==> config.mk <==
export PLATFORM = sky130hd
export DESIGN_NAME = vga_sync_frame_latch_flat
export DESIGN_NICKNAME = d
export VERILOG_FILES = /design/src/rtl/vga_pkg.sv /design/src/rtl/vga_sync_frame_latch_if.sv /design/src/rtl/vga_timing_gen.sv /design/src/rtl/vga_sync_frame_latch.sv /design/src/flat_wrapper.sv
export SDC_FILE = /design/constraint.sdc
export NUM_CORES = 1
export LEC_CHECK = 0
export CAP_MARGIN = 20
export CORE_UTILIZATION = 49
export DETAILED_ROUTE_END_ITERATION = 7
export GPL_TIMING_DRIVEN = 0
export HOLD_SLACK_MARGIN = 0.06
export PLACE_DENSITY = 0.83
export SETUP_SLACK_MARGIN = 0.02
export SKIP_CTS_REPAIR_TIMING = 1
export SLEW_MARGIN = 20
export SYNTH_ARGS = -nofsm -noshare
export SYNTH_HDL_FRONTEND = slang
export SYNTH_SLANG_ARGS = --single-unit
==> constraint.sdc <==
create_clock -name clk_25mhz -period 2.5 [get_ports clk_25mhz]
set_input_delay 0.5 -clock clk_25mhz [delete_from_list [all_inputs] [get_ports clk_25mhz]]
set_output_delay 0.5 -clock clk_25mhz [all_outputs]
set_load 0.02 [all_outputs]
==> src/rtl/vga_pkg.sv <==
// -----------------------------------------------------------------------------
// vga_pkg
// Shared definitions for the VGA timing source, the frame-synchronous data
// stage and the display stage.
//   - Default 640x480@60 Hz timing parameters and the constants derived from
//     them (totals, sync pulse start/end positions).
//   - 8-bit price/count typedefs shared with the matching engine.
//   - frame_stats_t: one snapshot of the engine statistics.
//   - sync_level(): maps a logical "pulse active" flag to the pin level.
// -----------------------------------------------------------------------------
package vga_pkg;

    // Default 640x480@60 Hz timing (25 MHz pixel clock)
    localparam int DEF_H_ACTIVE        = 640;
    localparam int DEF_H_FP            = 16;
    localparam int DEF_H_SYNC          = 96;
    localparam int DEF_H_BP            = 48;
    localparam int DEF_V_ACTIVE        = 480;
    localparam int DEF_V_FP            = 10;
    localparam int DEF_V_SYNC          = 2;
    localparam int DEF_V_BP            = 33;
    localparam int DEF_SYNC_ACTIVE_LOW = 1;

    // Derived timing constants for the default mode
    localparam int H_TOTAL      = DEF_H_ACTIVE + DEF_H_FP + DEF_H_SYNC + DEF_H_BP;  // 800
    localparam int V_TOTAL      = DEF_V_ACTIVE + DEF_V_FP + DEF_V_SYNC + DEF_V_BP;  // 525
    localparam int H_SYNC_START = DEF_H_ACTIVE + DEF_H_FP;                          // 656
    localparam int H_SYNC_END   = H_SYNC_START + DEF_H_SYNC - 1;                    // 751
    localparam int V_SYNC_START = DEF_V_ACTIVE + DEF_V_FP;                          // 490
    localparam int V_SYNC_END   = V_SYNC_START + DEF_V_SYNC - 1;                    // 491

    typedef logic [7:0]  price_t;
    typedef logic [7:0]  count_t;
    typedef logic [9:0]  coord_t;
    typedef logic [15:0] frame_cnt_t;

    // One snapshot of the matching-engine statistics
    typedef struct packed {
        price_t buy;
        price_t sell;
        count_t trades;
        price_t spread;
        logic   halt;
    } frame_stats_t;

    // Pin level for a sync output given whether the pulse is currently active
    function automatic logic sync_level(input logic pulse, input bit active_low);
        return active_low ? ~pulse : pulse;
    endfunction

endpackage

==> src/rtl/vga_sync_frame_latch_if.sv <==
// -----------------------------------------------------------------------------
// vga_sync_frame_latch_if
// Bundles the engine-side inputs and the display-side outputs of
// vga_sync_frame_latch.
//   master : engine / environment side (drives *_in, data_valid, preload hook;
//            observes timing and frame-stable data)
//   slave  : vga_sync_frame_latch itself
// Signals:
//   buy_price_in, sell_price_in, trade_count_in, spread_in, halt_in, data_valid
//   frame_count_load, frame_count_preload  - frame counter preload hook
//   h_cnt, v_cnt, video_on, hsync, vsync, frame_start, frame_count
//   buy_price, sell_price, trade_count, spread, halt_signal
// -----------------------------------------------------------------------------
interface vga_sync_frame_latch_if;
    import vga_pkg::*;

    // Engine side
    price_t     buy_price_in;
    price_t     sell_price_in;
    count_t     trade_count_in;
    price_t     spread_in;
    logic       halt_in;
    logic       data_valid;

    // Frame counter preload hook (synchronous load, wins over increment)
    logic       frame_count_load;
    frame_cnt_t frame_count_preload;

    // Display side
    coord_t     h_cnt;
    coord_t     v_cnt;
    logic       video_on;
    logic       hsync;
    logic       vsync;
    logic       frame_start;
    frame_cnt_t frame_count;
    price_t     buy_price;
    price_t     sell_price;
    count_t     trade_count;
    price_t     spread;
    logic       halt_signal;

    modport master (
        output buy_price_in, sell_price_in, trade_count_in, spread_in,
               halt_in, data_valid, frame_count_load, frame_count_preload,
        input  h_cnt, v_cnt, video_on, hsync, vsync, frame_start, frame_count,
               buy_price, sell_price, trade_count, spread, halt_signal
    );

    modport slave (
        input  buy_price_in, sell_price_in, trade_count_in, spread_in,
               halt_in, data_valid, frame_count_load, frame_count_preload,
        output h_cnt, v_cnt, video_on, hsync, vsync, frame_start, frame_count,
               buy_price, sell_price, trade_count, spread, halt_signal
    );

endinterface

==> src/rtl/vga_timing_gen.sv <==
// -----------------------------------------------------------------------------
// vga_timing_gen
// Raster counters and sync generation for one video mode.
// Ports:
//   clk, rst_n      pixel clock, asynchronous active-low reset
//   h_cnt, v_cnt    current pixel column / line
//   video_on        pixel is inside the visible area
//   hsync, vsync    sync outputs at pin polarity
//   frame_start     1-cycle pulse while (h_cnt, v_cnt) = (0, 0) after a wrap
//   publish_now     the coming edge moves (last col, last visible line) to
//                   the first blanking line
//   frame_wrap      the coming edge moves the raster back to (0, 0)
// video_on/hsync/vsync/frame_start are registered from the next-count values,
// so every timing output describes the same pixel as h_cnt/v_cnt.
// -----------------------------------------------------------------------------
module vga_timing_gen
    import vga_pkg::*;
#(
    parameter int H_ACTIVE        = DEF_H_ACTIVE,
    parameter int H_FP            = DEF_H_FP,
    parameter int H_SYNC          = DEF_H_SYNC,
    parameter int H_BP            = DEF_H_BP,
    parameter int V_ACTIVE        = DEF_V_ACTIVE,
    parameter int V_FP            = DEF_V_FP,
    parameter int V_SYNC          = DEF_V_SYNC,
    parameter int V_BP            = DEF_V_BP,
    parameter int SYNC_ACTIVE_LOW = DEF_SYNC_ACTIVE_LOW
) (
    input  logic   clk,
    input  logic   rst_n,
    output coord_t h_cnt,
    output coord_t v_cnt,
    output logic   video_on,
    output logic   hsync,
    output logic   vsync,
    output logic   frame_start,
    output logic   publish_now,
    output logic   frame_wrap
);

    localparam coord_t H_LAST     = coord_t'(H_ACTIVE + H_FP + H_SYNC + H_BP - 1);
    localparam coord_t V_LAST     = coord_t'(V_ACTIVE + V_FP + V_SYNC + V_BP - 1);
    localparam coord_t H_VISIBLE  = coord_t'(H_ACTIVE);
    localparam coord_t V_VISIBLE  = coord_t'(V_ACTIVE);
    localparam coord_t H_SS       = coord_t'(H_ACTIVE + H_FP);
    localparam coord_t H_SE       = coord_t'(H_ACTIVE + H_FP + H_SYNC - 1);
    localparam coord_t V_SS       = coord_t'(V_ACTIVE + V_FP);
    localparam coord_t V_SE       = coord_t'(V_ACTIVE + V_FP + V_SYNC - 1);
    localparam coord_t V_PUB_LINE = coord_t'(V_ACTIVE - 1);
    localparam bit     ACTIVE_LOW = (SYNC_ACTIVE_LOW != 0);
    localparam logic   SYNC_IDLE  = sync_level(1'b0, ACTIVE_LOW);

    logic   h_wrap;
    coord_t h_nxt;
    coord_t v_nxt;

    // NOTE: every signal assigned in an always_comb gets a default first, so no
    // path leaves it unassigned and no latch is inferred.
    always_comb begin
        h_wrap      = 1'b0;
        h_nxt       = h_cnt + coord_t'(1);
        v_nxt       = v_cnt;
        publish_now = 1'b0;
        frame_wrap  = 1'b0;

        if (h_cnt == H_LAST) begin
            h_wrap = 1'b1;
            h_nxt  = '0;
            v_nxt  = (v_cnt == V_LAST) ? '0 : v_cnt + coord_t'(1);
        end

        publish_now = h_wrap && (v_cnt == V_PUB_LINE);
        frame_wrap  = h_wrap && (v_cnt == V_LAST);
    end

    // NOTE: clocked state uses non-blocking assignments so every register
    // samples the pre-edge values regardless of statement order.
    always_ff @(posedge clk or negedge rst_n) begin
        if (!rst_n) begin
            h_cnt       <= '0;
            v_cnt       <= '0;
            video_on    <= 1'b0;
            hsync       <= SYNC_IDLE;
            vsync       <= SYNC_IDLE;
            frame_start <= 1'b0;
        end else begin
            h_cnt       <= h_nxt;
            v_cnt       <= v_nxt;
            video_on    <= (h_nxt < H_VISIBLE) && (v_nxt < V_VISIBLE);
            hsync       <= sync_level((h_nxt >= H_SS) && (h_nxt <= H_SE), ACTIVE_LOW);
            vsync       <= sync_level((v_nxt >= V_SS) && (v_nxt <= V_SE), ACTIVE_LOW);
            // Reset value is (0,0) with frame_start low; only a real wrap pulses it
            frame_start <= (h_nxt == '0) && (v_nxt == '0);
        end
    end

endmodule

==> src/rtl/vga_sync_frame_latch.sv <==
// -----------------------------------------------------------------------------
// vga_sync_frame_latch
// VGA timing source plus frame-synchronous statistics stage feeding the display.
// Ports:
//   clk_25mhz   pixel clock (only clock)
//   rst_n       asynchronous active-low reset
//   bus         vga_sync_frame_latch_if.slave
//                 in : *_in statistics, data_valid strobe, frame count preload
//                 out: raster timing, frame_start/frame_count, frame-stable
//                      buy/sell price, trade count, spread, halt_signal
// Statistics are captured into a shadow on data_valid and republished only
// when the raster enters the first blanking line, so the visible area never
// shows a mix of old and new values. halt_signal is the exception: it rises
// as soon as a halt arrives and falls only at a publish with halt clear.
// -----------------------------------------------------------------------------
module vga_sync_frame_latch
    import vga_pkg::*;
#(
    parameter int H_ACTIVE        = DEF_H_ACTIVE,
    parameter int H_FP            = DEF_H_FP,
    parameter int H_SYNC          = DEF_H_SYNC,
    parameter int H_BP            = DEF_H_BP,
    parameter int V_ACTIVE        = DEF_V_ACTIVE,
    parameter int V_FP            = DEF_V_FP,
    parameter int V_SYNC          = DEF_V_SYNC,
    parameter int V_BP            = DEF_V_BP,
    parameter int SYNC_ACTIVE_LOW = DEF_SYNC_ACTIVE_LOW
) (
    input  logic                   clk_25mhz,
    input  logic                   rst_n,
    vga_sync_frame_latch_if.slave  bus
);

    logic         publish_now;
    logic         frame_wrap;
    frame_stats_t shadow;
    frame_stats_t incoming;
    frame_stats_t pub_stats;

    vga_timing_gen #(
        .H_ACTIVE        (H_ACTIVE),
        .H_FP            (H_FP),
        .H_SYNC          (H_SYNC),
        .H_BP            (H_BP),
        .V_ACTIVE        (V_ACTIVE),
        .V_FP            (V_FP),
        .V_SYNC          (V_SYNC),
        .V_BP            (V_BP),
        .SYNC_ACTIVE_LOW (SYNC_ACTIVE_LOW)
    ) u_timing (
        .clk         (clk_25mhz),
        .rst_n       (rst_n),
        .h_cnt       (bus.h_cnt),
        .v_cnt       (bus.v_cnt),
        .video_on    (bus.video_on),
        .hsync       (bus.hsync),
        .vsync       (bus.vsync),
        .frame_start (bus.frame_start),
        .publish_now (publish_now),
        .frame_wrap  (frame_wrap)
    );

    // A strobe on the publish edge bypasses the shadow so the freshest values
    // reach the display instead of the stale snapshot.
    always_comb begin
        incoming.buy    = bus.buy_price_in;
        incoming.sell   = bus.sell_price_in;
        incoming.trades = bus.trade_count_in;
        incoming.spread = bus.spread_in;
        incoming.halt   = bus.halt_in;
        pub_stats       = bus.data_valid ? incoming : shadow;
    end

    // NOTE: the shadow is a handful of flops, not a memory array, and must
    // come out of reset as zero so a reset mid-frame never republishes old data.
    always_ff @(posedge clk_25mhz or negedge rst_n) begin
        if (!rst_n) begin
            shadow <= '0;
        end else if (bus.data_valid) begin
            shadow <= incoming;
        end
    end

    // Frame-stable data outputs
    always_ff @(posedge clk_25mhz or negedge rst_n) begin
        if (!rst_n) begin
            bus.buy_price   <= '0;
            bus.sell_price  <= '0;
            bus.trade_count <= '0;
            bus.spread      <= '0;
        end else if (publish_now) begin
            bus.buy_price   <= pub_stats.buy;
            bus.sell_price  <= pub_stats.sell;
            bus.trade_count <= pub_stats.trades;
            bus.spread      <= pub_stats.spread;
        end
    end

    // Halt rises immediately on a halt strobe; it only clears at a publish
    always_ff @(posedge clk_25mhz or negedge rst_n) begin
        if (!rst_n) begin
            bus.halt_signal <= 1'b0;
        end else if (publish_now) begin
            bus.halt_signal <= pub_stats.halt;
        end else if (bus.data_valid && bus.halt_in) begin
            bus.halt_signal <= 1'b1;
        end
    end

    // Frames completed; increments on the same edge frame_start rises
    always_ff @(posedge clk_25mhz or negedge rst_n) begin
        if (!rst_n) begin
            bus.frame_count <= '0;
        end else if (bus.frame_count_load) begin
            bus.frame_count <= bus.frame_count_preload;
        end else if (frame_wrap) begin
            bus.frame_count <= bus.frame_count + frame_cnt_t'(1);
        end
    end

endmodule

==> src/flat_wrapper.sv <==
// flat-port wrapper written by rule: the top's interface ports become plain ports
module vga_sync_frame_latch_flat import vga_pkg::*;
#(
    parameter int H_ACTIVE        = DEF_H_ACTIVE,
    parameter int H_FP            = DEF_H_FP,
    parameter int H_SYNC          = DEF_H_SYNC,
    parameter int H_BP            = DEF_H_BP,
    parameter int V_ACTIVE        = DEF_V_ACTIVE,
    parameter int V_FP            = DEF_V_FP,
    parameter int V_SYNC          = DEF_V_SYNC,
    parameter int V_BP            = DEF_V_BP,
    parameter int SYNC_ACTIVE_LOW = DEF_SYNC_ACTIVE_LOW
)
  (clk_25mhz, rst_n, bus_buy_price_in, bus_sell_price_in, bus_trade_count_in, bus_spread_in, bus_halt_in, bus_data_valid, bus_frame_count_load, bus_frame_count_preload, bus_h_cnt, bus_v_cnt, bus_video_on, bus_hsync, bus_vsync, bus_frame_start, bus_frame_count, bus_buy_price, bus_sell_price, bus_trade_count, bus_spread, bus_halt_signal);
  vga_sync_frame_latch_if bus_i ();
  input  logic clk_25mhz;
  input  logic rst_n;
  input wire logic [$bits(bus_i.buy_price_in)-1:0] bus_buy_price_in;
  input wire logic [$bits(bus_i.sell_price_in)-1:0] bus_sell_price_in;
  input wire logic [$bits(bus_i.trade_count_in)-1:0] bus_trade_count_in;
  input wire logic [$bits(bus_i.spread_in)-1:0] bus_spread_in;
  input wire logic [$bits(bus_i.halt_in)-1:0] bus_halt_in;
  input wire logic [$bits(bus_i.data_valid)-1:0] bus_data_valid;
  input wire logic [$bits(bus_i.frame_count_load)-1:0] bus_frame_count_load;
  input wire logic [$bits(bus_i.frame_count_preload)-1:0] bus_frame_count_preload;
  output wire logic [$bits(bus_i.h_cnt)-1:0] bus_h_cnt;
  output wire logic [$bits(bus_i.v_cnt)-1:0] bus_v_cnt;
  output wire logic [$bits(bus_i.video_on)-1:0] bus_video_on;
  output wire logic [$bits(bus_i.hsync)-1:0] bus_hsync;
  output wire logic [$bits(bus_i.vsync)-1:0] bus_vsync;
  output wire logic [$bits(bus_i.frame_start)-1:0] bus_frame_start;
  output wire logic [$bits(bus_i.frame_count)-1:0] bus_frame_count;
  output wire logic [$bits(bus_i.buy_price)-1:0] bus_buy_price;
  output wire logic [$bits(bus_i.sell_price)-1:0] bus_sell_price;
  output wire logic [$bits(bus_i.trade_count)-1:0] bus_trade_count;
  output wire logic [$bits(bus_i.spread)-1:0] bus_spread;
  output wire logic [$bits(bus_i.halt_signal)-1:0] bus_halt_signal;
  assign bus_i.buy_price_in = bus_buy_price_in;
  assign bus_i.sell_price_in = bus_sell_price_in;
  assign bus_i.trade_count_in = bus_trade_count_in;
  assign bus_i.spread_in = bus_spread_in;
  assign bus_i.halt_in = bus_halt_in;
  assign bus_i.data_valid = bus_data_valid;
  assign bus_i.frame_count_load = bus_frame_count_load;
  assign bus_i.frame_count_preload = bus_frame_count_preload;
  assign bus_h_cnt = bus_i.h_cnt;
  assign bus_v_cnt = bus_i.v_cnt;
  assign bus_video_on = bus_i.video_on;
  assign bus_hsync = bus_i.hsync;
  assign bus_vsync = bus_i.vsync;
  assign bus_frame_start = bus_i.frame_start;
  assign bus_frame_count = bus_i.frame_count;
  assign bus_buy_price = bus_i.buy_price;
  assign bus_sell_price = bus_i.sell_price;
  assign bus_trade_count = bus_i.trade_count;
  assign bus_spread = bus_i.spread;
  assign bus_halt_signal = bus_i.halt_signal;
  vga_sync_frame_latch #(.H_ACTIVE(H_ACTIVE), .H_FP(H_FP), .H_SYNC(H_SYNC), .H_BP(H_BP), .V_ACTIVE(V_ACTIVE), .V_FP(V_FP), .V_SYNC(V_SYNC), .V_BP(V_BP), .SYNC_ACTIVE_LOW(SYNC_ACTIVE_LOW)) u_core (.clk_25mhz(clk_25mhz), .rst_n(rst_n), .bus(bus_i));
endmodule
# == Word-level counts from Yosys, hierarchy flattened ==
# Cells that the tools add are included.
# word_totals
out_inout_bits,73
regBits,106
in_bits,53
word_cells,51
# op_classes
n_addsub,3
reduce_logical,11
order_cmp,6
eq_ne,3
mux,9
n_bitwise,2
# ops
operator,count
two-way mux 33 bit,1
two-way mux 16 bit,2
two-way mux 10 bit,3
"adder 10 x 1 -> 10 bit, second input constant",2
"equality test 10 bit, second input constant",2
zero test 10 bit,2
"adder 16 x 1 -> 16 bit, second input constant",1
"equality test 10 x 9 -> 1 bit, second input constant",1
"greater-or-equal comparator 10 bit, second input constant",1
"greater-or-equal comparator 10 x 9 -> 1 bit, second input constant",1
"<= comparator 10 bit, second input constant",1
"<= comparator 10 x 9 -> 1 bit, second input constant",1
"< comparator 10 bit, second input constant",1
"< comparator 10 x 9 -> 1 bit, second input constant",1
logical AND 1 bit,7
nonzero test 2 bit,2
two-way mux 1 bit,3
inverter 1 bit,2

# == Longest topological paths before layout ==
# Gate-level depths: netlist of the first run.
# depth
depth_word,6
depth_mapped,8
depth_no_buf,7

# == Modules after synthesis ==
# From an unflattened synthesis of the first run, not the netlist that was laid out.
# hier_totals
hier_cells,399
area_unflattened_um2,4852.2
# by_module_without_submodules
mod,n_inst,seq_area_each_um2,cells_per_inst,area_each_um2
vga_sync_frame_latch,1,2052.0,243,3383.2
vga_timing_gen,1,603.1,156,1468.9

# == Worst setup path after synthesis of the first run ==
# Ideal clock, no wire load.
# synth_timing
path_type,flip-flop to flip-flop
start,reg u_core.u_timing.h_cnt[0]
end,reg u_core.bus.frame_count[14]
required_ns,2.374
path_stages_with_launch,8
t_arrival_ns,2.163
path_slack_ns,0.211
path_cell_list,dfrtp_1 > ha_1 > nand4_1 > or4_4 > buf_6 > nor4_4 > nor3_1 > a221o_1
# synth_between
elab_chain_cells,4
# synth_lines
item,line,text
start: declaration,vga_timing_gen.sv:31,"output coord_t h_cnt,"
start signal: assignment,vga_timing_gen.sv:87,h_cnt <= h_nxt;
equality test 10 bit,vga_timing_gen.sv:66,if (h_cnt == H_LAST) begin
two-way mux 1 bit,vga_timing_gen.sv:66,
logical AND 1 bit,vga_timing_gen.sv:73,frame_wrap = h_wrap && (v_cnt == V_LAST);
nonzero test 2 bit (no source line),--,
end signal: assignment,vga_sync_frame_latch.sv:115,bus.frame_count <= bus.frame_count_preload;
end signal: assignment,vga_sync_frame_latch.sv:117,bus.frame_count <= bus.frame_count + frame_cnt_t'(1);
end: declaration,vga_sync_frame_latch_if.sv:53,"output h_cnt, v_cnt, video_on, hsync, vsync, frame_start, frame_count,"
# Every way passes these cells.
# A chain may end at the register's enable or synchronous reset.

# == Final worst setup path of the first run ==
# layout_timing
start,reg u_core.u_timing.h_cnt[7]
end,reg u_core.bus.frame_count[14]
# Same word-level chain as after synthesis.

==> results.py, run 1 <==
metrics = {
    "status": {
        "status": "complete, no violations",
    },
    "timing": {
        "drv_slew": 0,
        "period_needed_ns": 2.34,
        "rsz0062_at_grt": "no",
        "skew_ns": 0.00833,
        "tightest_slew_ns": 0.571,
        "slew-limit-headroom_pct": 61.9,
        "fin_crit_sh_pct": 93.5,
        "setup_viol": 0,
        "fmax_ghz": 0.428,
        "setup_tns_ns": 0,
        "hold_violations": 0,
    },
    "setup_path": {
        "crit_fanout": 8,
        "r2r_slack_ns": 0.16,
        "rr_worst_depth": 7,
        "crit_arrival_ns": 2.59,
        "cp.required_ns": 2.75,
        "end_kind": "register",
        "start_kind": "register",
        "crit_type": "register to register",
        "reg2reg_from": "u_core.u_timing.h_cnt[7]",
        "rr_endpoint": "u_core.bus.frame_count[14]",
    },
    "pwr": {
        "p_clk_share_pct": 28.3,
        "leakage_uw": 0.00285,
        "combPwrFrac_pct": 14.0,
        "sw_frac_of_total_pct": 25.4,
        "p_int_uw": 2420,
        "peakVddDrop_mv": 0.220,
        "p_seq_share_pct": 57.8,
        "switchingPower_uw": 823,
        "power_density_mw_per_mm2": 488,
    },
    "clock_network": {
        "path_clk_slew_ns": 0.10,
        "htree_levels": 3,
        "numCtsBuffers": 9,
        "cts_root_buf": "clkbuf_8",
        "clk_latency_ns": 0.36,
        "cts.sinks": 106,
        "cts_tree": "done",
        "clockBufferDepth": 2,
    },
    "yosys": {
        "synth-async-reset-ratio_pct": 100,
        "synth-edff-count": 0,
        "synth_top_family_by_area": "simple AND/OR/NAND/NOR gates",
        "synth_ff_type": "dfrtp_1",
        "synth_mux_area_share_pct": 15.1,
        "synth_area_mm2": 0.00499,
        "syn_area_per_cell_um2": 11.5,
        "ys_seq_area_share_pct": 53.2,
        "ys_seq_elements": 106,
        "ys_warn_count": 0,
        "synthSimpleGateAreaFrac_pct": 15.5,
        "synthAdderAreaFrac_pct": 1.25,
        "syn_nets": 493,
        "synth_cells": 435,
        "synth-compound-area-share_pct": 7.15,
        "synth-xor-area-share_pct": 4.21,
        "synth.distinct_cells": 55,
    },
    "detailed_routing": {
        "antenna_left": 0,
        "drc": 0,
        "drt_iter0_drc": 121,
        "drt-pass1-iter-count": 5,
        "routedWlPerCell_um": 16.1,
        "routed_wl_um": 11500,
        "via_count": 3911,
        "avgViaCountPerCell": 5.51,
    },
    "global_routing": {
        "grt_pass1_vias": 3923,
        "grt_pass1_wl_um": 18500,
        "grt_max_degree": 63,
        "grt_usage_pct": 22.6,
        "antenna_found_initial": 0,
        "grt-ovfl-total": 0,
    },
    "cells_and_area": {
        "fill_cells": 753,
        "drive_gt1_share_pct": 19.4,
        "stdcell_count": 710,
        "n_antenna_cell": 0,
        "final_nets": 632,
        "area_growth_pct": 33.1,
        "final_common_cell": "clkdlybuf4s50_1",
        "fin_area_mm2": 0.00664,
        "final_cell_mix": "clkdlybuf4s50_1, dfrtp_1, mux2_2",
    },
    "die": {
        "core_area_mm2": 0.00982,
        "die_x_um": 103,
        "dieArea_mm2": 0.0106,
        "fp-row-count": 36,
        "initial_utilization_pct": 50.8,
        "die_h_um": 103,
        "ios": 126,
    },
    "placed_design": {
        "placed_cell_area_mm2": 0.00642,
        "placedCellCount": 692,
        "io_buffers": 123,
        "place_hpwl_um": 8350,
        "gp_congestion": 0.919,
    },
    "min_path": {
        "min_path_type": "input pin to async pin",
    },
    "run": {
        "maxCapViolCount": 0,
    },
}
-- synth_stat cells (2+ instances only) --
| cell type | instances | area share (%) |
|---|---|---|
| ha_1 | 5 | 1.3 |
| a31oi_1 | 7 | 0.88 |
| nand4_1 | 12 | 1.5 |
| nor4_2 | 2 | 0.50 |
| buf_6 | 2 | 0.45 |
| buf_1 | 2 | 0.15 |
| a21o_1 | 3 | 0.45 |
| nand3_1 | 13 | 1.3 |
| xnor2_1 | 18 | 3.2 |
| o21ai_0 | 16 | 1.6 |
| o211ai_1 | 3 | 0.45 |
| and2_1 | 2 | 0.25 |
| xor2_1 | 6 | 1.1 |
| mux2i_1 | 2 | 0.40 |
| dfstp_2 | 2 | 1.1 |
| mux2_2 | 65 | 15 |
| nor2_1 | 19 | 1.4 |
| and3b_1 | 3 | 0.53 |
| and4_1 | 5 | 0.88 |
| buf_2 | 5 | 0.50 |
| o31ai_1 | 2 | 0.30 |
| a211oi_1 | 2 | 0.30 |
| dfrtp_1 | 104 | 52 |
| o22ai_1 | 3 | 0.38 |
| o21ai_1 | 4 | 0.40 |
| nor3_1 | 12 | 1.2 |
| clkbuf_1 | 21 | 1.6 |
| or3_1 | 3 | 0.38 |
| and3_1 | 10 | 1.3 |
| nand2b_1 | 4 | 0.50 |
| a21oi_1 | 2 | 0.20 |
| nand4b_1 | 3 | 0.53 |
| a221o_1 | 2 | 0.40 |
| inv_1 | 12 | 0.90 |
| nor4_1 | 3 | 0.38 |
| nand2_1 | 34 | 2.6 |
| nor3b_1 | 4 | 0.60 |
-- metal layers --
metal / GRT usage, % / share of wire (%) / routed length (um) / up-vias
li1: - / - / - / 1847
met1: 29.3 / 44 / 5010 / 1908
met2: 37.9 / 49 / 5590 / 147
met3: 4.68 / 6.5 / 745 / 9
met4: 7.58 / 1.0 / 119 / 0
met5: 0 / 0 / 0 / -
-- area by class of cell --
type                       count  area, um2  share of cell area [%]
tap                          133        166                    2.51
multi-input combinational    287       2180                    32.8
timing repair buffer         129       1300                    19.5
clock inverter                 5       32.5                   0.490
inverter                      12       45.0                   0.678
sequential                   106       2660                    40.0
buffer                        29        138                    2.07
clock buffer                   9        124                    1.87
-- kinds of logic (layout without fill, tap and decap cells) --
logic type	after synthesis	count (layout)
mux	67	67
compound gates	54	54
simple gates	137	137
fa+ha+maj	5	5
flops	106	106
buf+inv	42	184
xor+xnor	24	24
-- registers in the layout, summed over array words and instances (netlist names) --
| signal | flops |
|---|---|
| u_core.bus.frame_count | 16 |
| u_core.u_timing.video_on | 1 |
| u_core.u_timing.v_cnt | 10 |
| u_core.u_timing.frame_start | 1 |
| u_core.u_timing.hsync | 1 |
| u_core.bus.trade_count | 8 |
| u_core.u_timing.vsync | 1 |
| u_core.bus.sell_price | 8 |
| u_core.u_timing.h_cnt | 10 |
| u_core.bus.halt_signal | 1 |
| u_core.bus.spread | 8 |
| u_core.bus.buy_price | 8 |
| u_core.shadow | 33 |
-- worst max-delay path: stages (launching register included) --
cell      delay (ns)
dfrtp_1         0.38
clkbuf_1        0.19
nand3b_1        0.32
or4_4           0.58
buf_6           0.15
nor4_4          0.26
nor3_1          0.07
a221o_1         0.26
-- per-stage QoR --
step | util [%] | setup WS [ns] | hold slack [ns] | total power (uW)
finish | 67.6 | 0.163 | 0.0450 | 3240
global route | 67.6 | 0.0345 | 0.0710 | 3390
CTS | 66.9 | -0.180 | 0.0575 | 3280
detailed placement | 65.3 | -0.155 | 0.456 | 2360
global placement | 65.0 | -2.95 | 0.457 | 2340
floorplan | - | 0.211 | 0.204 | 2100
-- worst max-delay path by stage --
stage,startpoint,depth (start not counted),to
floorplan,u_core.u_timing.h_cnt[0],7,u_core.bus.frame_count[14]
global placement,rst_n,1,u_core.u_timing.h_cnt[7]
detailed placement,u_core.u_timing.h_cnt[0],6,u_core.bus.buy_price[2]
CTS,u_core.u_timing.h_cnt[0],6,u_core.bus.buy_price[2]
global route,u_core.u_timing.h_cnt[7],7,u_core.bus.frame_count[14]
finish,u_core.u_timing.h_cnt[7],7,u_core.bus.frame_count[14]
-- power groups by stage --
| stage | combinational (uW) | clock [uW] | sequential [uW] |
|---|---|---|---|
| after detailed placement | 458 | 0 | 1900 |
| after CTS | 460 | 945 | 1870 |
| final | 453 | 916 | 1870 |
| after global routing | 494 | 1010 | 1880 |
| after floorplan | 144 | 0 | 1950 |
| after global placement | 437 | 0 | 1900 |
Note: power is estimated with default switching activity, not from simulation.
==> run 2: changes to the inputs <==
--- a/config.mk
+++ b/config.mk
@@ -9,8 +9,7 @@
 export CORE_UTILIZATION = 49
 export DETAILED_ROUTE_END_ITERATION = 7
 export GPL_TIMING_DRIVEN = 0
-export HOLD_SLACK_MARGIN = 0.06
-export PLACE_DENSITY = 0.83
+export PLACE_DENSITY_LB_ADDON = 0.15
 export SETUP_SLACK_MARGIN = 0.02
 export SKIP_CTS_REPAIR_TIMING = 1
 export SLEW_MARGIN = 20
==> results.py, run 2 (synthesis gave the netlist of run 1 again) <==
metrics = {
    "status": {
        "status": "complete, no violations",
    },
    "die": {
        "initial_utilization_pct": 50.8,
        "fp-row-count": 36,
        "die_x_um": 103,
        "core_area_mm2": 0.00982,
        "ios": 126,
        "dieArea_mm2": 0.0106,
        "die_h_um": 103,
    },
    "cells_and_area": {
        "area_growth_pct": 34.0,
        "final_common_cell": "clkdlybuf4s50_1",
        "fin_area_mm2": 0.00669,
        "n_antenna_cell": 0,
        "fill_cells": 793,
        "register_area_mm2": 0.00266,
        "largest_reg_flops": 33,
        "multiInputGateArea_mm2": 0.00218,
        "reg_top3": "u_core.shadow: 33 flops, u_core.bus.frame_count: 16 flops",
        "final_nets": 634,
        "regMostFlops": "u_core.shadow",
        "final_cell_mix": "clkdlybuf4s50_1, dfrtp_1, mux2_2",
        "drive_gt1_share_pct": 19.6,
    },
    "timing": {
        "period_needed_ns": 2.36,
        "fmax_ghz": 0.424,
        "skew_ns": 0.0137,
        "slew-limit-headroom_pct": 64.3,
        "drv_slew": 0,
        "setup_tns_ns": 0,
        "rsz0062_at_grt": "no",
        "tightest_slew_ns": 0.536,
        "setup_viol": 0,
        "hold_violations": 0,
        "fin_crit_sh_pct": 94.3,
        "whs_ns": 0.491,
        "setup_slack_ns": 0.142,
    },
    "clock_network": {
        "path_clk_slew_ns": 0.11,
        "numCtsBuffers": 9,
        "cts_tree": "done",
        "cts.sinks": 106,
        "cts_root_buf": "clkbuf_8",
        "clockBufferDepth": 2,
        "clk_latency_ns": 0.37,
        "htree_levels": 3,
    },
    "min_path": {
        "hold_path_end": "u_core.shadow[0]",
        "holdPathStages": 2,
        "hp-start": "u_core.shadow[0]",
        "min_path_type": "register to register",
    },
    "setup_path": {
        "reg2reg_from": "u_core.u_timing.h_cnt[7]",
        "start_kind": "register",
        "end_kind": "register",
        "rr_endpoint": "u_core.bus.frame_count[14]",
        "cp.required_ns": 2.76,
        "crit_type": "register to register",
        "rr_worst_depth": 7,
        "crit_arrival_ns": 2.62,
        "crit_fanout": 8,
        "r2r_slack_ns": 0.14,
    },
    "pwr": {
        "p_int_uw": 2450,
        "leakage_uw": 0.00286,
        "p_clk_share_pct": 30.3,
        "peakVddDrop_mv": 0.327,
        "combPwrFrac_pct": 13.5,
        "switchingPower_uw": 880,
        "sw_frac_of_total_pct": 26.4,
        "p_seq_share_pct": 56.1,
        "power_density_mw_per_mm2": 498,
    },
    "placed_design": {
        "place_ws_ns": -0.157,
        "gp_congestion": 0.869,
        "io_buffers": 123,
        "place_hpwl_um": 8100,
        "placed_cell_area_mm2": 0.00642,
    },
    "detailed_routing": {
        "routedWlPerCell_um": 15.7,
        "drt-pass1-iter-count": 4,
        "via_count": 3798,
        "routed_wl_um": 11200,
        "antenna_left": 0,
        "drc": 0,
        "avgViaCountPerCell": 5.32,
        "drt_iter0_drc": 112,
    },
    "global_routing": {
        "grt_pass1_wl_um": 17700,
        "antenna_found_initial": 0,
        "grt_pass1_vias": 3770,
        "met1_usage_pct": 27.7,
        "grtUsageMet3_pct": 5.08,
        "busiest_layer": "met2",
        "use_met2_pct": 36.6,
        "grt-ovfl-total": 0,
        "grt_max_degree": 83,
        "grt_usage_pct": 21.6,
    },
    "run": {
        "maxCapViolCount": 0,
    },
}
-- run 2: layer usage --
metal | vias to the layer above | wire length, um
li1 | 1825 | -
met1 | 1845 | 4900
met2 | 120 | 5520
met3 | 8 | 671
met4 | 0 | 111
met5 | - | 0
-- run 2: cell type report --
cell class	count	area share, %
buffer	30	2.13
clock buffer	10	1.91
clock inverter	6	0.935
inverter	12	0.674
multi-input combinational	287	32.6
sequential	106	39.7
tap	133	2.49
timing repair buffer	130	19.6
-- run 2: how the worst max path moves through the flow --
stage | slack (ns) | startpoint | to | cells past startpoint
finish | 0.14 | u_core.u_timing.h_cnt[7] | u_core.bus.frame_count[14] | 7
global route | 0.01 | u_core.u_timing.h_cnt[7] | u_core.bus.frame_count[14] | 7
CTS | -0.19 | u_core.u_timing.h_cnt[0] | u_core.bus.spread[1] | 6
detailed placement | -0.16 | u_core.u_timing.h_cnt[0] | u_core.bus.spread[5] | 6
global placement | -3.00 | rst_n | u_core.bus.frame_count[10] | 1
floorplan | 0.21 | u_core.u_timing.h_cnt[0] | u_core.bus.frame_count[14] | 7
-- run 2: worst max-delay path, stage by stage (launching register included) --
cell and delay, ns:
dfrtp_1 0.40, clkbuf_1 0.19, nand3b_1 0.33, or4_4 0.58
buf_6 0.15, nor4_4 0.26, nor3_1 0.08, a221o_1 0.26
-- run 2: through the flow --
step | total power, uW | cells | utilization, %
2_1_floorplan | 2100 | 435 | -
3_3_place_gp | 2340 | 691 | 65.0
3_5_place_dp | 2360 | 692 | 65.3
4_1_cts | 3370 | 708 | 67.3
5_1_grt | 3490 | 714 | 68.1
6_report | 3330 | 714 | 68.1
-- run 2: power by group through the flow --
stage	clock network [uW]	logic, uW	registers (uW)
after floorplan	0	144	1950
after global placement	0	439	1900
after detailed placement	0	455	1900
after CTS	1050	456	1870
after global routing	1120	491	1880
final	1010	451	1870
==> run 3: changes to the inputs <==
--- a/config.mk
+++ b/config.mk
@@ -6,10 +6,10 @@
 export NUM_CORES = 1
 export LEC_CHECK = 0
 export CAP_MARGIN = 20
-export CORE_UTILIZATION = 49
+export CORE_UTILIZATION = 34
 export DETAILED_ROUTE_END_ITERATION = 7
 export GPL_TIMING_DRIVEN = 0
-export PLACE_DENSITY_LB_ADDON = 0.15
+export PLACE_DENSITY = 0.57
 export SETUP_SLACK_MARGIN = 0.02
 export SKIP_CTS_REPAIR_TIMING = 1
 export SLEW_MARGIN = 20
==> results.py, run 3 (synthesis gave the netlist of run 1 again) <==
metrics = {
    "clock_network": {
        "cts.sinks": 106,
        "path_clk_slew_ns": 0.07,
        "cts_tree": "done",
        "clockBufferDepth": 2,
        "cts_root_buf": "clkbuf_16",
        "numCtsBuffers": 9,
        "htree_levels": 3,
        "clk_latency_ns": 0.35,
    },
    "timing": {
        "period_needed_ns": 2.35,
        "drv_slew": 0,
        "fmax_ghz": 0.426,
        "slew-limit-headroom_pct": 58.9,
        "tightest_slew_ns": 0.617,
        "setup_slack_ns": 0.152,
        "skew_ns": 0.00915,
        "setup_viol": 0,
        "whs_ns": 0.100,
        "hold_violations": 0,
        "fin_crit_sh_pct": 93.9,
        "rsz0062_at_grt": "no",
    },
    "setup_path": {
        "crit_path_start": "u_core.u_timing.h_cnt[7]",
        "r2r_slack_ns": 0.15,
        "critPathMaxStageDelay_ns": 0.58,
        "rr_endpoint": "u_core.bus.frame_count[14]",
        "rr_worst_depth": 7,
        "crit_type": "register to register",
        "cp.required_ns": 2.74,
        "slowest_stage": "or4_4",
        "crit_arrival_ns": 2.58,
        "start_kind": "register",
        "reg2reg_from": "u_core.u_timing.h_cnt[7]",
        "path_cells": "clkbuf_1 -> nand3b_1 -> or4_4 -> buf_6 -> nor4_4 -> nor3_1 -> a221o_1",
        "end_kind": "register",
        "crit_fanout": 8,
        "worstSetupEndpoint": "u_core.bus.frame_count[14]",
    },
    "cells_and_area": {
        "reg_top3": "u_core.shadow: 33 flops, u_core.bus.frame_count: 16 flops",
        "stdcell_count": 759,
        "final_common_cell": "clkdlybuf4s50_1",
        "final_nets": 632,
        "regMostFlops": "u_core.shadow",
        "drive_gt1_share_pct": 19.5,
        "n_antenna_cell": 0,
        "fin_area_mm2": 0.00683,
        "final_cell_mix": "clkdlybuf4s50_1, dfrtp_1, mux2_2",
        "largest_reg_flops": 33,
        "fill_cells": 1317,
        "area_growth_pct": 36.9,
    },
    "placed_design": {
        "place_ws_ns": -0.206,
        "place_hpwl_um": 8690,
        "io_buffers": 123,
        "placedCellCount": 739,
        "placed_cell_area_mm2": 0.00647,
        "gp_congestion": 0.799,
    },
    "global_routing": {
        "grt-ovfl-total": 0,
        "grt_pass1_wl_um": 19300,
        "grt_max_degree": 57,
        "antenna_found_initial": 0,
        "grt_usage_pct": 16.6,
        "grt_pass1_vias": 3777,
    },
    "die": {
        "die_x_um": 123,
        "fp-row-count": 43,
        "die_h_um": 123,
        "dieArea_mm2": 0.0152,
        "initial_utilization_pct": 35.4,
        "core_area_mm2": 0.0141,
        "ios": 126,
    },
    "pwr": {
        "p_clk_share_pct": 37.2,
        "p_int_uw": 2760,
        "combPwrFrac_pct": 12.2,
        "switchingPower_uw": 935,
        "peakVddDrop_mv": 0.260,
        "leakage_uw": 0.00289,
        "sw_frac_of_total_pct": 25.3,
        "power_density_mw_per_mm2": 540,
        "p_seq_share_pct": 50.6,
    },
    "detailed_routing": {
        "drc": 0,
        "drt-pass1-iter-count": 5,
        "drt_iter0_drc": 168,
        "highest_layer": "met4",
        "via_count": 3819,
        "routedWlPerCell_um": 16.0,
        "wl_met3_um": 639,
        "wl_met1_um": 5790,
        "avgViaCountPerCell": 5.03,
        "antenna_left": 0,
        "route.met2.wl_um": 5610,
        "routed_wl_um": 12200,
    },
    "run": {
        "maxCapViolCount": 0,
    },
    "min_path": {
        "min_path_type": "input pin to async pin",
    },
    "status": {
        "status": "complete, no violations",
    },
}
-- run 3: changes by cell type in the layout (fill, tap and decap cells not counted), sizes merged --
| cell | change |
|---|---|
| buf | -1 |
| clkinv | -3 |
| clkinvlp | +2 |
| dlygate4sd3 | -1 |
| inv | +1 |
-- run 3: per-layer routing --
layer | global-route usage, % | vias up
met1 | 22.2 | 1874
met2 | 26.4 | 108
met4 | 5.20 | 0
li1 | - | 1828
met5 | 0 | -
met3 | 3.83 | 9
-- run 3: worst max-delay path, delay by kind of cell (launching register included) --
family,cells,cell delay [ns]
DFF,1,0.38
AOI/OAI and AO/OA,1,0.26
buffers and inverters,2,0.34
and+or+nand+nor,4,1.25
-- run 3: through the flow --
step	power, uW	utilization (%)	setup TNS, ns
3_3_place_gp	2340	45.7	-334.28
3_5_place_dp	2360	45.9	-5.56
4_1_cts	3760	47.9	-6.26
6_report	3690	48.4	0
2_1_floorplan	2100	-	0
5_1_grt	3870	48.4	0
-- run 3: how the worst min path moves through the flow --
| stage | slack [ns] | cells past startpoint | start | endpoint |
|---|---|---|---|---|
| after floorplan | 0.20 | 0 | rst_n | u_core.bus.buy_price[0] |
| after global placement | 0.45 | 2 | u_core.shadow[0] | u_core.shadow[0] |
| after detailed placement | 0.46 | 2 | u_core.shadow[0] | u_core.shadow[0] |
| after CTS | 0.1 | 1 | rst_n | u_core.shadow[11] |
| after global routing | 0.12 | 1 | rst_n | u_core.shadow[13] |
| final | 0.10 | 1 | rst_n | u_core.shadow[12] |
-- run 3: cell type report --
| cell class | instances | area, um2 | area share (%) |
|---|---|---|---|
| Sequential cell | 106 | 2660 | 38.9 |
| Multi-Input combinational cell | 287 | 2180 | 32.0 |
| Timing Repair Buffer | 129 | 1300 | 19.0 |
| Clock buffer | 10 | 229 | 3.35 |
| Tap cell | 180 | 225 | 3.30 |
| Buffer | 29 | 139 | 2.03 |
| Clock inverter | 6 | 51.3 | 0.751 |
| Inverter | 12 | 45.0 | 0.660 |
-- run 3: power groups by stage --
stage,clock network (uW),logic [uW],registers (uW)
finish,1370,450,1870
global route,1490,494,1880
CTS,1430,459,1870
detailed placement,0,457,1900
global placement,0,443,1900
floorplan,0,144,1950
